**src/rtl/key_event_ctrl_pkg.sv**
```systemverilog
// Shared definitions for the key event controller: event type codes,
// per-key FSM state encoding and the key-index width helper.
package key_pkg;

  // Event codes as presented on evt_type; EVT_NONE never leaves the block while valid.
  typedef enum logic [1:0] {
    EVT_NONE   = 2'b00,
    EVT_SHORT  = 2'b01,
    EVT_LONG   = 2'b10,
    EVT_REPEAT = 2'b11
  } evt_type_e;

  // Per-key timing FSM states.
  typedef enum logic [1:0] {
    ST_IDLE    = 2'b00,
    ST_PRESSED = 2'b01,
    ST_REPEAT  = 2'b10
  } key_fsm_e;

  // Width of a key index; a single key still needs one bit.
  function automatic int key_idx_width(input int n_keys);
    return (n_keys > 1) ? $clog2(n_keys) : 1;
  endfunction

endpackage

```
**src/rtl/key_event_ctrl_if.sv**
```systemverilog
// Event output handshake: producer drives valid/key/type, consumer drives ready.
interface key_event_ctrl_if #(
  parameter int KW = 2
) ();
  logic          evt_valid;
  logic          evt_ready;
  logic [KW-1:0] evt_key;
  logic [1:0]    evt_type;

  modport master (output evt_valid, output evt_key, output evt_type, input evt_ready);
  modport slave  (input evt_valid, input evt_key, input evt_type, output evt_ready);
endinterface

```
**src/rtl/key_event_ctrl_timer.sv**
```systemverilog
// Per-key press timing: IDLE/PRESSED/REPEAT FSM with press and repeat
// counters, plus a one-deep pending event register drained by the arbiter.
module key_timer
  import key_pkg::*;
#(
  parameter int LONG_CNT_BITS   = 24,
  parameter int REPEAT_CNT_BITS = 22
) (
  input  logic       clk,
  input  logic       rst_n,
  input  logic       pressed,     // normalised, registered key level
  input  logic       take,        // arbiter moves the pending event into the slot
  output logic       pend_valid,
  output logic [1:0] pend_type,
  output logic       drop         // event raised while pending is occupied
);

  key_fsm_e                   state_reg;
  logic [LONG_CNT_BITS-1:0]   press_cnt_reg;
  logic [REPEAT_CNT_BITS-1:0] rep_cnt_reg;
  logic                       pend_valid_reg;
  evt_type_e                  pend_type_reg;

  logic      raise;
  evt_type_e raise_type;

  // Event decode from the current state; release takes priority over the long threshold.
  always_comb begin
    raise      = 1'b0;
    raise_type = EVT_NONE;
    case (state_reg)
      ST_PRESSED: begin
        if (!pressed) begin
          raise      = 1'b1;
          raise_type = EVT_SHORT;
        end else if (&press_cnt_reg) begin
          raise      = 1'b1;
          raise_type = EVT_LONG;
        end
      end
      ST_REPEAT: begin
        if (pressed && (&rep_cnt_reg)) begin
          raise      = 1'b1;
          raise_type = EVT_REPEAT;
        end
      end
      default: ;
    endcase
  end

  // A slot being vacated on this edge can accept the new event, so only a
  // pending register that stays full causes a drop.
  assign drop       = raise & pend_valid_reg & ~take;
  assign pend_valid = pend_valid_reg;
  assign pend_type  = pend_type_reg;

  // Press timing FSM and its counters.
  always_ff @(posedge clk) begin
    if (!rst_n) begin
      state_reg     <= ST_IDLE;
      press_cnt_reg <= '0;
      rep_cnt_reg   <= '0;
    end else begin
      case (state_reg)
        ST_IDLE: begin
          if (pressed) begin
            state_reg     <= ST_PRESSED;
            press_cnt_reg <= '0;
          end
        end
        ST_PRESSED: begin
          press_cnt_reg <= press_cnt_reg + LONG_CNT_BITS'(1);
          if (!pressed) begin
            state_reg <= ST_IDLE;
          end else if (&press_cnt_reg) begin
            state_reg   <= ST_REPEAT;
            rep_cnt_reg <= '0;
          end
        end
        ST_REPEAT: begin
          if (!pressed) begin
            state_reg <= ST_IDLE;
          end else begin
            rep_cnt_reg <= rep_cnt_reg + REPEAT_CNT_BITS'(1);
          end
        end
        default: state_reg <= ST_IDLE;
      endcase
    end
  end

  // One-deep pending event register, loaded on the FSM transition edge.
  always_ff @(posedge clk) begin
    if (!rst_n) begin
      pend_valid_reg <= 1'b0;
      pend_type_reg  <= EVT_NONE;
    end else if (raise && (!pend_valid_reg || take)) begin
      pend_valid_reg <= 1'b1;
      pend_type_reg  <= raise_type;
    end else if (take) begin
      pend_valid_reg <= 1'b0;
    end
  end

endmodule

```
**src/rtl/key_event_ctrl.sv**
```systemverilog
// Key event controller: input capture, N_KEYS key timers, lowest-index
// priority arbiter feeding a single registered event slot, sticky overflow.
module key_event_ctrl
  import key_pkg::*;
#(
  parameter int N_KEYS          = 4,
  parameter int LONG_CNT_BITS   = 24,
  parameter int REPEAT_CNT_BITS = 22,
  parameter int ACTIVE_LOW      = 1
) (
  input  logic              clk,
  input  logic              rst_n,
  input  logic [N_KEYS-1:0] key_in,
  input  logic              ovf_clr,
  output logic [N_KEYS-1:0] key_state,
  output logic              ovf,
  key_event_ctrl_if.master  evt
);

  localparam int KW = key_idx_width(N_KEYS);

  logic [N_KEYS-1:0]      key_q_reg;     // pressed-normalised capture of key_in
  logic [N_KEYS-1:0]      pend_valid;
  logic [N_KEYS-1:0][1:0] pend_type;
  logic [N_KEYS-1:0]      drop;
  logic [N_KEYS-1:0]      take;
  logic [KW-1:0]          sel_idx;
  logic                   any_pend;
  logic                   slot_free;
  logic                   evt_valid_reg;
  logic [KW-1:0]          evt_key_reg;
  logic [1:0]             evt_type_reg;
  logic                   ovf_reg;

  // Single capture stage; stored already normalised so 1 always means pressed.
  always_ff @(posedge clk) begin
    if (!rst_n) begin
      key_q_reg <= '0;
    end else begin
      key_q_reg <= (ACTIVE_LOW != 0) ? ~key_in : key_in;
    end
  end

  assign key_state = key_q_reg;

  generate
    for (genvar gi = 0; gi < N_KEYS; gi++) begin : g_key
      key_timer #(
        .LONG_CNT_BITS  (LONG_CNT_BITS),
        .REPEAT_CNT_BITS(REPEAT_CNT_BITS)
      ) u_timer (
        .clk       (clk),
        .rst_n     (rst_n),
        .pressed   (key_q_reg[gi]),
        .take      (take[gi]),
        .pend_valid(pend_valid[gi]),
        .pend_type (pend_type[gi]),
        .drop      (drop[gi])
      );
    end
  endgenerate

  // Lowest-index pending key wins the slot.
  always_comb begin
    sel_idx  = '0;
    any_pend = 1'b0;
    for (int i = N_KEYS - 1; i >= 0; i--) begin
      if (pend_valid[i]) begin
        sel_idx  = KW'(i);
        any_pend = 1'b1;
      end
    end
  end

  assign slot_free = ~evt_valid_reg | evt.evt_ready;
  assign take      = (slot_free && any_pend) ? (N_KEYS'(1) << sel_idx) : '0;

  // Output slot: refill whenever empty or being consumed, otherwise hold stable.
  always_ff @(posedge clk) begin
    if (!rst_n) begin
      evt_valid_reg <= 1'b0;
      evt_key_reg   <= '0;
      evt_type_reg  <= EVT_NONE;
    end else if (slot_free) begin
      evt_valid_reg <= any_pend;
      if (any_pend) begin
        evt_key_reg  <= sel_idx;
        evt_type_reg <= pend_type[sel_idx];
      end
    end
  end

  // Sticky overflow; a drop on the same edge as the clear keeps it set.
  always_ff @(posedge clk) begin
    if (!rst_n) begin
      ovf_reg <= 1'b0;
    end else if (|drop) begin
      ovf_reg <= 1'b1;
    end else if (ovf_clr) begin
      ovf_reg <= 1'b0;
    end
  end

  assign evt.evt_valid = evt_valid_reg;
  assign evt.evt_key   = evt_key_reg;
  assign evt.evt_type  = evt_type_reg;
  assign ovf           = ovf_reg;

endmodule

```
**src/flat_wrapper.sv**
```systemverilog
// flat-port wrapper written by rule: the top's interface ports become plain ports
module key_event_ctrl_flat import key_pkg::*;
#(
  parameter int N_KEYS          = 4,
  parameter int LONG_CNT_BITS   = 24,
  parameter int REPEAT_CNT_BITS = 22,
  parameter int ACTIVE_LOW      = 1
)
  (clk, rst_n, key_in, ovf_clr, key_state, ovf, evt_evt_valid, evt_evt_key, evt_evt_type, evt_evt_ready);
  key_event_ctrl_if #(.KW(2)) evt_i ();
  input  logic clk;
  input  logic rst_n;
  input  logic [N_KEYS-1:0] key_in;
  input  logic ovf_clr;
  output logic [N_KEYS-1:0] key_state;
  output logic ovf;
  output wire logic [$bits(evt_i.evt_valid)-1:0] evt_evt_valid;
  output wire logic [$bits(evt_i.evt_key)-1:0] evt_evt_key;
  output wire logic [$bits(evt_i.evt_type)-1:0] evt_evt_type;
  input wire logic [$bits(evt_i.evt_ready)-1:0] evt_evt_ready;
  assign evt_evt_valid = evt_i.evt_valid;
  assign evt_evt_key = evt_i.evt_key;
  assign evt_evt_type = evt_i.evt_type;
  assign evt_i.evt_ready = evt_evt_ready;
  key_event_ctrl #(.N_KEYS(N_KEYS), .LONG_CNT_BITS(LONG_CNT_BITS), .REPEAT_CNT_BITS(REPEAT_CNT_BITS), .ACTIVE_LOW(ACTIVE_LOW)) u_core (.clk(clk), .rst_n(rst_n), .key_in(key_in), .ovf_clr(ovf_clr), .key_state(key_state), .ovf(ovf), .evt(evt_i));
endmodule
```
**config.mk**
```make
export PLATFORM = sky130hd
export DESIGN_NAME = key_event_ctrl_flat
export DESIGN_NICKNAME = d
export VERILOG_FILES = /design/src/rtl/key_event_ctrl_pkg.sv /design/src/rtl/key_event_ctrl_if.sv /design/src/rtl/key_event_ctrl_timer.sv /design/src/rtl/key_event_ctrl.sv /design/src/flat_wrapper.sv
export SDC_FILE = /design/constraint.sdc
export NUM_CORES = 1
export LEC_CHECK = 0
export BUFFER_PORTS_ARGS = -buffer_cell sky130_fd_sc_hd__buf_2
export CORE_AREA = 2 2 155 157
export DETAILED_ROUTE_END_ITERATION = 8
export DIE_AREA = 0 0 157 159
export SLEW_MARGIN = 10
export SYNTH_ARGS = -nofsm -noshare
export SYNTH_HDL_FRONTEND = slang
export SYNTH_SLANG_ARGS = --single-unit
```
**constraint.sdc**
```tcl
create_clock -name clk -period 3.4 [get_ports clk]
set_input_delay 1.02 -clock clk [delete_from_list [all_inputs] [get_ports clk]]
set_output_delay 1.02 -clock clk [all_outputs]
set_load 0.005 [all_outputs]
```
==> summary.md, run 1 <==
| Metric | Value |
|---|---|
| Setup WS post-layout | `770 ps` |
| Slowest-stage cell, CP | `or4b_4` |
| Synthesized netlist cell count | `1,241` |
| Main area contributors after synthesis | `dfxtp_1 42%, nor2_1 7.0%, xnor2_1 5.9%` |
| Startpoint of the most critical setup path | `u_core.g_key[3].u_timer.press_cnt_reg[0]$_SDFFE_PN0P_` |
| Number of enable-type register cells in the synthesized netlist | `0` |
| Number of standard-cell rows in the floorplan | `56` |
| Placement Setup Slack | `792 ps` |
| Initial standard-cell utilization of the core | `44.5%` |
| Number of buffers created by CTS | `25` |
| Relative slew slack | `37.0%` |
| Post-synth top area cell | `dfxtp_1` |
| CTS clk-pin slew, worst paths | `60 ps` |
| Final Non-Filler Cells | `1,581` |
| Antenna Diode Count | `0` |
| CTS Root Cell | `clkbuf_16` |
| Min cycle time layout | `2630 ps` |
| CTS H-tree lvls | `1` |
| Worst min-delay path class | `reg -> reg` |
| Post-synth top area share | `41.5%` |
| Reg-to-Reg Start | `u_core.g_key[3].u_timer.press_cnt_reg[0]$_SDFFE_PN0P_` |
| Drt drc | `0` |
| Number of global-route vias before repair | `7,705` |
| Power per unit of standard cell area | `481 mW/mm2` |
| Final routed wirelength across all metal layers | `20.4 mm` |
| Fin Hold WS | `469 ps` |
| Startpoint class of the critical path | `register` |
| Global route total overflow | `0` |
| End of the worst register-to-register path | `u_core.g_key[3].u_timer.rep_cnt_reg[13]$_SDFFE_PN0P_` |
| Routed wirelength normalized by instance count | `12.9 um` |
| Total Routing Usage GR | `16.4%` |
| Full die area | `0.0250 mm2` |
| Number of register bits inferred by synthesis | `214` |
| Vias per inst | `5.25` |
| Cell area after synthesis | `0.0103 mm2` |
| Actual slew at the worst max-slew pin | `937 ps` |
| Pins over their slew limit | `0` |
| Wire length of the first global-routing pass | `35.6 mm` |
| CP cell instances | `ha_1 -> nand4_1 -> nor3_4 -> a41oi_4 -> or4b_4 -> or4b_1 -> a21oi_1` |
| Sink count of the clock tree | `214` |
| Count of vias placed by the detailed router | `8,301` |
| P&R area growth vs syn | `12.3%` |
| CTS-repair resized insts | `0` |
| Result of the run | `completed` |
| Placer's final routability congestion estimate | `0.756` |
| Total power | `5.57 mW` |
| Number of setup buffers added after CTS | `0` |
| Sequential area share after synthesis | `41.5%` |
| Die extent in y | `159 um` |
| CP endpoint kind | `register` |
| Pin count of the biggest net entering global routing | `33` |
| Number of detailed-routing iterations run before antenna repair | `5` |
| YS warnings | `0` |
| Clock insertion delay at the later pin of the skew report | `510 ps` |
| Hold bufs inserted after CTS | `0` |
| Arrival time of data at the critical path endpoint | `3070 ps` |
| Asr flop ratio synth | `0%` |
| Average size of a mapped cell | `8.31 um2` |
| Number of DRC markers after the initial detailed-route iteration | `498` |
| PortBufs | `17` |
| Total instance count after detailed placement | `1,536` |
| Worst-case register-to-register setup slack | `770 ps` |
| Fill cell count | `2,273` |
| Number of flip-flops under the largest register name | `96` |
| Setup skew after layout | `8.15 ps` |
| Estimated wirelength of the detail-placed design | `13.5 mm` |
| Required time reported for the critical path endpoint | `3840 ps` |
| Crit-path max cell delay | `640 ps` |
| IR drop worst, VDD | `0.361 mV` |
| Fmax | `380 MHz` |
| Ports placed on the boundary | `18` |
| ANT nets after route | `0` |
| Number of antenna violations at the first check in global routing | `0` |
| Syn_nets | `1,269` |
| Longest Clk Path Bufs | `3` |
| CTS tree | `done` |
| Fin crit share | `77.3%` |
| Summed negative setup slack over all endpoints | `0 ps` |
| Final count of hold timing violations | `0` |
| Flip-flop cell with the highest count after synthesis | `dfxtp_1` |
| CP Capture Point | `u_core.g_key[3].u_timer.rep_cnt_reg[13]$_SDFFE_PN0P_` |
| Count of endpoints failing setup in the final report | `0` |
| Die X | `157 um` |
| Cell leakage power | `3.89 nW` |
| # Max-Cap Violations | `0` |
| Critical Setup Path Class | `reg -> reg` |
| Top fanout value on the critical path | `17` |
| Post-layout net count | `1,272` |
| Number of cell instances on the worst register-to-register path | `7` |
| Yosys cell types | `59` |
| Core ar. | `0.0232 mm2` |
| RSZ-0062 raised after global routing | `false` |
| Fraction of final layout cells with drive strength greater than 1 | `8.72%` |
==> report_power, final <==
group	switching [mW]	leakage, nW	internal (mW)	total [mW]
clock	1.06	0.429	1.70	2.76
sequential	0.0153	1.73	2.53	2.54
combinational	0.180	1.73	0.0867	0.266
==> metal layers <==
layer | share of wire (%) | global-route usage [%] | up-vias
met5 | 0 | 0 | -
met4 | 1.5 | 3.29 | 0
met3 | 3.4 | 2.78 | 23
met2 | 45 | 26.9 | 82
met1 | 51 | 22.7 | 3845
li1 | - | - | 4351
==> worst min-delay path by stage <==
| stage | from | end | cells after the start |
|---|---|---|---|
| finish | u_core.g_key[0].u_timer.rep_cnt_reg[1]$_SDFFE_PN0P_ | u_core.g_key[0].u_timer.rep_cnt_reg[1]$_SDFFE_PN0P_ | 2 |
| global route | u_core.evt.evt_key[1]$_SDFFE_PN0P_ | u_core.evt.evt_key[1]$_SDFFE_PN0P_ | 2 |
| CTS | u_core.evt.evt_key[1]$_SDFFE_PN0P_ | u_core.evt.evt_key[1]$_SDFFE_PN0P_ | 2 |
| detailed placement | u_core.evt.evt_key[1]$_SDFFE_PN0P_ | u_core.evt.evt_key[1]$_SDFFE_PN0P_ | 2 |
| global placement | u_core.g_key[0].u_timer.rep_cnt_reg[1]$_SDFFE_PN0P_ | u_core.g_key[0].u_timer.rep_cnt_reg[1]$_SDFFE_PN0P_ | 2 |
| floorplan | u_core.g_key[0].u_timer.rep_cnt_reg[1]$_SDFFE_PN0P_ | u_core.g_key[0].u_timer.rep_cnt_reg[1]$_SDFFE_PN0P_ | 2 |
==> cells in the final DEF, fill, tap and decap left out, types with 13 or more instances in the layout <==
cell type and n:
dfxtp_1 214, nor2_1 193, nand2_1 108, xnor2_1 69, xor2_1 68, nand3_1 67, nand4_1 63, a21oi_1 56
o21ai_0 41, nor3_1 34, or3_1 28, clkbuf_16 25, inv_1 24, and3_1 24, nor4_1 23, ha_1 20
and4_1 18, buf_2 17, buf_4 15, and2_1 13, nor2b_1 13
==> cell usage after synthesis, drive strengths merged (3+ instances only) <==
cell type  instances
or4b               3
nor3              35
a221oi             3
a31oi              8
or3               28
nor2             193
o221a              6
a32oi              4
buf                9
or2                6
o21ai             46
ha                20
and2              13
nand3             67
and3              24
dfxtp            214
a21oi             56
a22oi              3
clkbuf            48
nand2            108
o31ai              4
nor3b              4
mux2i              8
o21a               3
nor4              23
nand2b             9
nand4             64
xnor2             69
nor2b             13
inv               24
mux2               6
xor2              68
nand3b             4
nor4b              5
and4              18
==> area by class of cell <==
type / instances / area [um2] / share of cell area [%]
Clock buffer: 31 / 708 / 6.12
Timing Repair Buffer: 33 / 218 / 1.88
Tap cell: 319 / 399 / 3.45
Sequential cell: 214 / 4280 / 37.0
Multi-Input combinational cell: 945 / 5720 / 49.4
Clock inverter: 14 / 150 / 1.30
Inverter: 25 / 93.8 / 0.811
==> critical path: cells and delay by family, from the launching register on <==
kind	cells	cell delay [ps]
AND/OR/NAND/NOR	4	1490
AO/OA/AOI/OAI	2	440
flip-flops	1	400
adder cells (fa/ha/maj)	1	240
==> cell families (layout without fill, tap and decap cells) <==
| kind of cell | Yosys count | after routing | share of synthesized area (%) |
|---|---|---|---|
| buffers and inverters | 82 | 103 | 3.18 |
| multiplexers | 16 | 16 | 1.87 |
| AO/OA/AOI/OAI | 147 | 147 | 8.77 |
| flip-flops | 214 | 214 | 41.5 |
| XOR/XNOR | 137 | 137 | 11.6 |
| AND/OR/NAND/NOR | 625 | 625 | 30.6 |
| adder cells (fa/ha/maj) | 20 | 20 | 2.43 |
==> metrics by stage <==
stage / util, % / area, um2
after global routing: 49.9 / 11600
after CTS: 49.9 / 11600
after global placement: 46.2 / 10700
final: 49.9 / 11600
after detailed placement: 46.2 / 10700
after floorplan: - / 10300
No activity file was read; power rests on OpenSTA's default activity.
==> run 2: changes to the inputs <==
clock period = 2.26 ns   (was 3.4 ns; I/O delays follow)
==> summary.md, run 2 (synthesis results as in run 1) <==
| Metric | Value |
|---|---|
| Result of the run | `completed (unchanged)` |
| CTS Root Cell | `clkbuf_16 (unchanged)` |
| Number of detailed-routing iterations run before antenna repair | `5 (unchanged)` |
| Power per unit of standard cell area | `670 mW/mm2 (was 481 mW/mm2)` |
| Actual slew at the worst max-slew pin | `659 ps (was 937 ps)` |
| Cell leakage power | `4.16 nW (was 3.89 nW)` |
| Pin count of the biggest net entering global routing | `35 (was 33)` |
| Full die area | `0.0250 mm2 (unchanged)` |
| Antenna Diode Count | `0 (unchanged)` |
| Arrival time of data at the critical path endpoint | `2630 ps (was 3070 ps)` |
| Clock insertion delay at the later pin of the skew report | `520 ps (was 510 ps)` |
| Number of global-route vias before repair | `7,783 (was 7,705)` |
| Final instance area | `0.0121 mm2 (was 0.0116 mm2)` |
| ANT nets after route | `0 (unchanged)` |
| Core ar. | `0.0232 mm2 (unchanged)` |
| Number of antenna violations at the first check in global routing | `0 (unchanged)` |
| Drt drc | `0 (unchanged)` |
| Sink count of the clock tree | `214 (unchanged)` |
| CTS tree | `done (unchanged)` |
| Post-layout net count | `1,330 (was 1,272)` |
| Count of endpoints failing setup in the final report | `0 (unchanged)` |
| Total Routing Usage GR | `16.9% (was 16.4%)` |
| Fmax | `462 MHz (was 380 MHz)` |
| Summed negative setup slack over all endpoints | `0 ps (unchanged)` |
| Final count of hold timing violations | `0 (unchanged)` |
| Fraction of final layout cells with drive strength greater than 1 | `13.4% (was 8.72%)` |
| Pins over their slew limit | `0 (unchanged)` |
| IR drop worst, VDD | `0.521 mV (was 0.361 mV)` |
| # Max-Cap Violations | `0 (unchanged)` |
| P&R area growth vs syn | `17.1% (was 12.3%)` |
| Cells on Worst Hold Path | `2 (unchanged)` |
| Critical Setup Path Class | `reg -> reg (unchanged)` |
| Number of cell instances on the worst register-to-register path | `6 (was 7)` |
| Global route total overflow | `0 (unchanged)` |
| Vias per inst | `5.20 (was 5.25)` |
| Required time reported for the critical path endpoint | `2720 ps (was 3840 ps)` |
| Final routed wirelength across all metal layers | `21.1 mm (was 20.4 mm)` |
| Count of vias placed by the detailed router | `8,519 (was 8,301)` |
| Placer's final routability congestion estimate | `0.778 (was 0.756)` |
| End-of-flow core utilization | `52.1% (was 49.9%)` |
| Most common cell after layout, fill and taps aside | `dfxtp_1 (unchanged)` |
| Cell area reported after detailed placement | `0.0112 mm2 (was 0.0107 mm2)` |
| Die extent in y | `159 um (unchanged)` |
| Hold bufs inserted after CTS | `0 (unchanged)` |
| Worst min-delay path class | `in -> reg (was reg -> reg)` |
| CP endpoint kind | `register (unchanged)` |
| Number of DRC markers after the initial detailed-route iteration | `552 (was 498)` |
| Initial standard-cell utilization of the core | `44.5% (unchanged)` |
| Die X | `157 um (unchanged)` |
| Top fanout value on the critical path | `3 (was 17)` |
| Number of flip-flops under the largest register name | `96 (unchanged)` |
| Startpoint class of the critical path | `register (unchanged)` |
| Number of buffers created by CTS | `24 (was 25)` |
| Ports placed on the boundary | `18 (unchanged)` |
| Min cycle time layout | `2170 ps (was 2630 ps)` |
| Fin Hold WS | `314 ps (was 469 ps)` |
| CTS H-tree lvls | `1 (unchanged)` |
| Relative slew slack | `56.0% (was 37.0%)` |
| Number of standard-cell rows in the floorplan | `56 (unchanged)` |
| Most used cells in the layout excluding fill and tap cells | `213 x dfxtp_1, 193 x nor2_1, 108 x nand2_1, 69 x xnor2_1, 69 x buf_4 (was 214 x dfxtp_1, 193 x nor2_1, 108 x nand2_1, 69 x xnor2_1, 68 x xor2_1)` |
| Setup skew after layout | `5.84 ps (was 8.15 ps)` |
| Fin crit share | `95.9% (was 77.3%)` |
| Estimated wirelength of the detail-placed design | `14.4 mm (was 13.5 mm)` |
| Longest Clk Path Bufs | `3 (unchanged)` |
| CTS clk-pin slew, worst paths | `60 ps (about the same)` |
| Wire length of the first global-routing pass | `36.5 mm (was 35.6 mm)` |
| Routed wirelength normalized by instance count | `12.9 um (about the same)` |
| PortBufs | `17 (unchanged)` |
| Total power | `8.09 mW (was 5.57 mW)` |
[run 2: cell count changes in the layout (fill, tap and decap cells not counted), sizes merged]
| cell | before | now |
|---|---|---|
| bufinv | 3 | 1 |
| buf | 33 | 92 |
| clkinv | 10 | 7 |
| clkbuf | 31 | 37 |
| clkinvlp | 2 | 0 |
[run 2: routing by layer]
metal	part of all wire [%]	global-route usage, %
met5	0	0
met4	2.3	4.34
met3	3.1	2.48
met2	44	26.4
met1	51	24.4
[run 2: final timing paths]
path / start / slack, ps / to
worst min register to register: u_core.g_key[0].u_timer.rep_cnt_reg[1]$_SDFFE_PN0P_ / 470 / u_core.g_key[0].u_timer.rep_cnt_reg[1]$_SDFFE_PN0P_
worst max register to register: u_core.g_key[1].u_timer.rep_cnt_reg[19]$_SDFFE_PN0P_ / 90 / u_core.g_key[1].u_timer.pend_type[0]$_SDFFE_PN0P_
worst min-delay path: key_in[0] / 310 / u_core.key_state[0]$_SDFF_PN0_
worst max-delay path: u_core.g_key[1].u_timer.rep_cnt_reg[19]$_SDFFE_PN0P_ / 90 / u_core.g_key[1].u_timer.pend_type[0]$_SDFFE_PN0P_
[run 2: worst max-delay path: stages (launching register included)]
cell and delay [ps]:
dfxtp_1 360, and4_1 220, or4b_4 470, or4_4 560
nand2_1 140, and3_1 190, o221a_2 180
[run 2: where the power goes]
group	switching [mW]	leakage, nW	total (mW)	internal [mW]
combinational	0.277	2.05	0.450	0.173
clock	1.54	0.384	3.81	2.27
sequential	0.0261	1.73	3.83	3.80
[run 2: cell type report]
type / count / area, um2
Clock buffer: 37 / 711
Clock inverter: 7 / 60.1
Fill cell: 2212 / 11100
Inverter: 25 / 93.8
Multi-Input combinational cell: 945 / 5800
Sequential cell: 214 / 4290
Tap cell: 319 / 399
Timing Repair Buffer: 92 / 723
[run 2: through the flow]
step | worst slack [ps] | std cells
floorplan | 5.27 | 1241
global placement | 53.9 | 1594
detailed placement | 49.7 | 1594
CTS | 14.3 | 1638
global route | -1.25 | 1639
finish | 93.7 | 1639
[run 2: what timing repair did]
item,4_1_cts,5_1_grt
buffers inserted,0,1
resized for setup,0,17
setup endpoints to repair,0,42
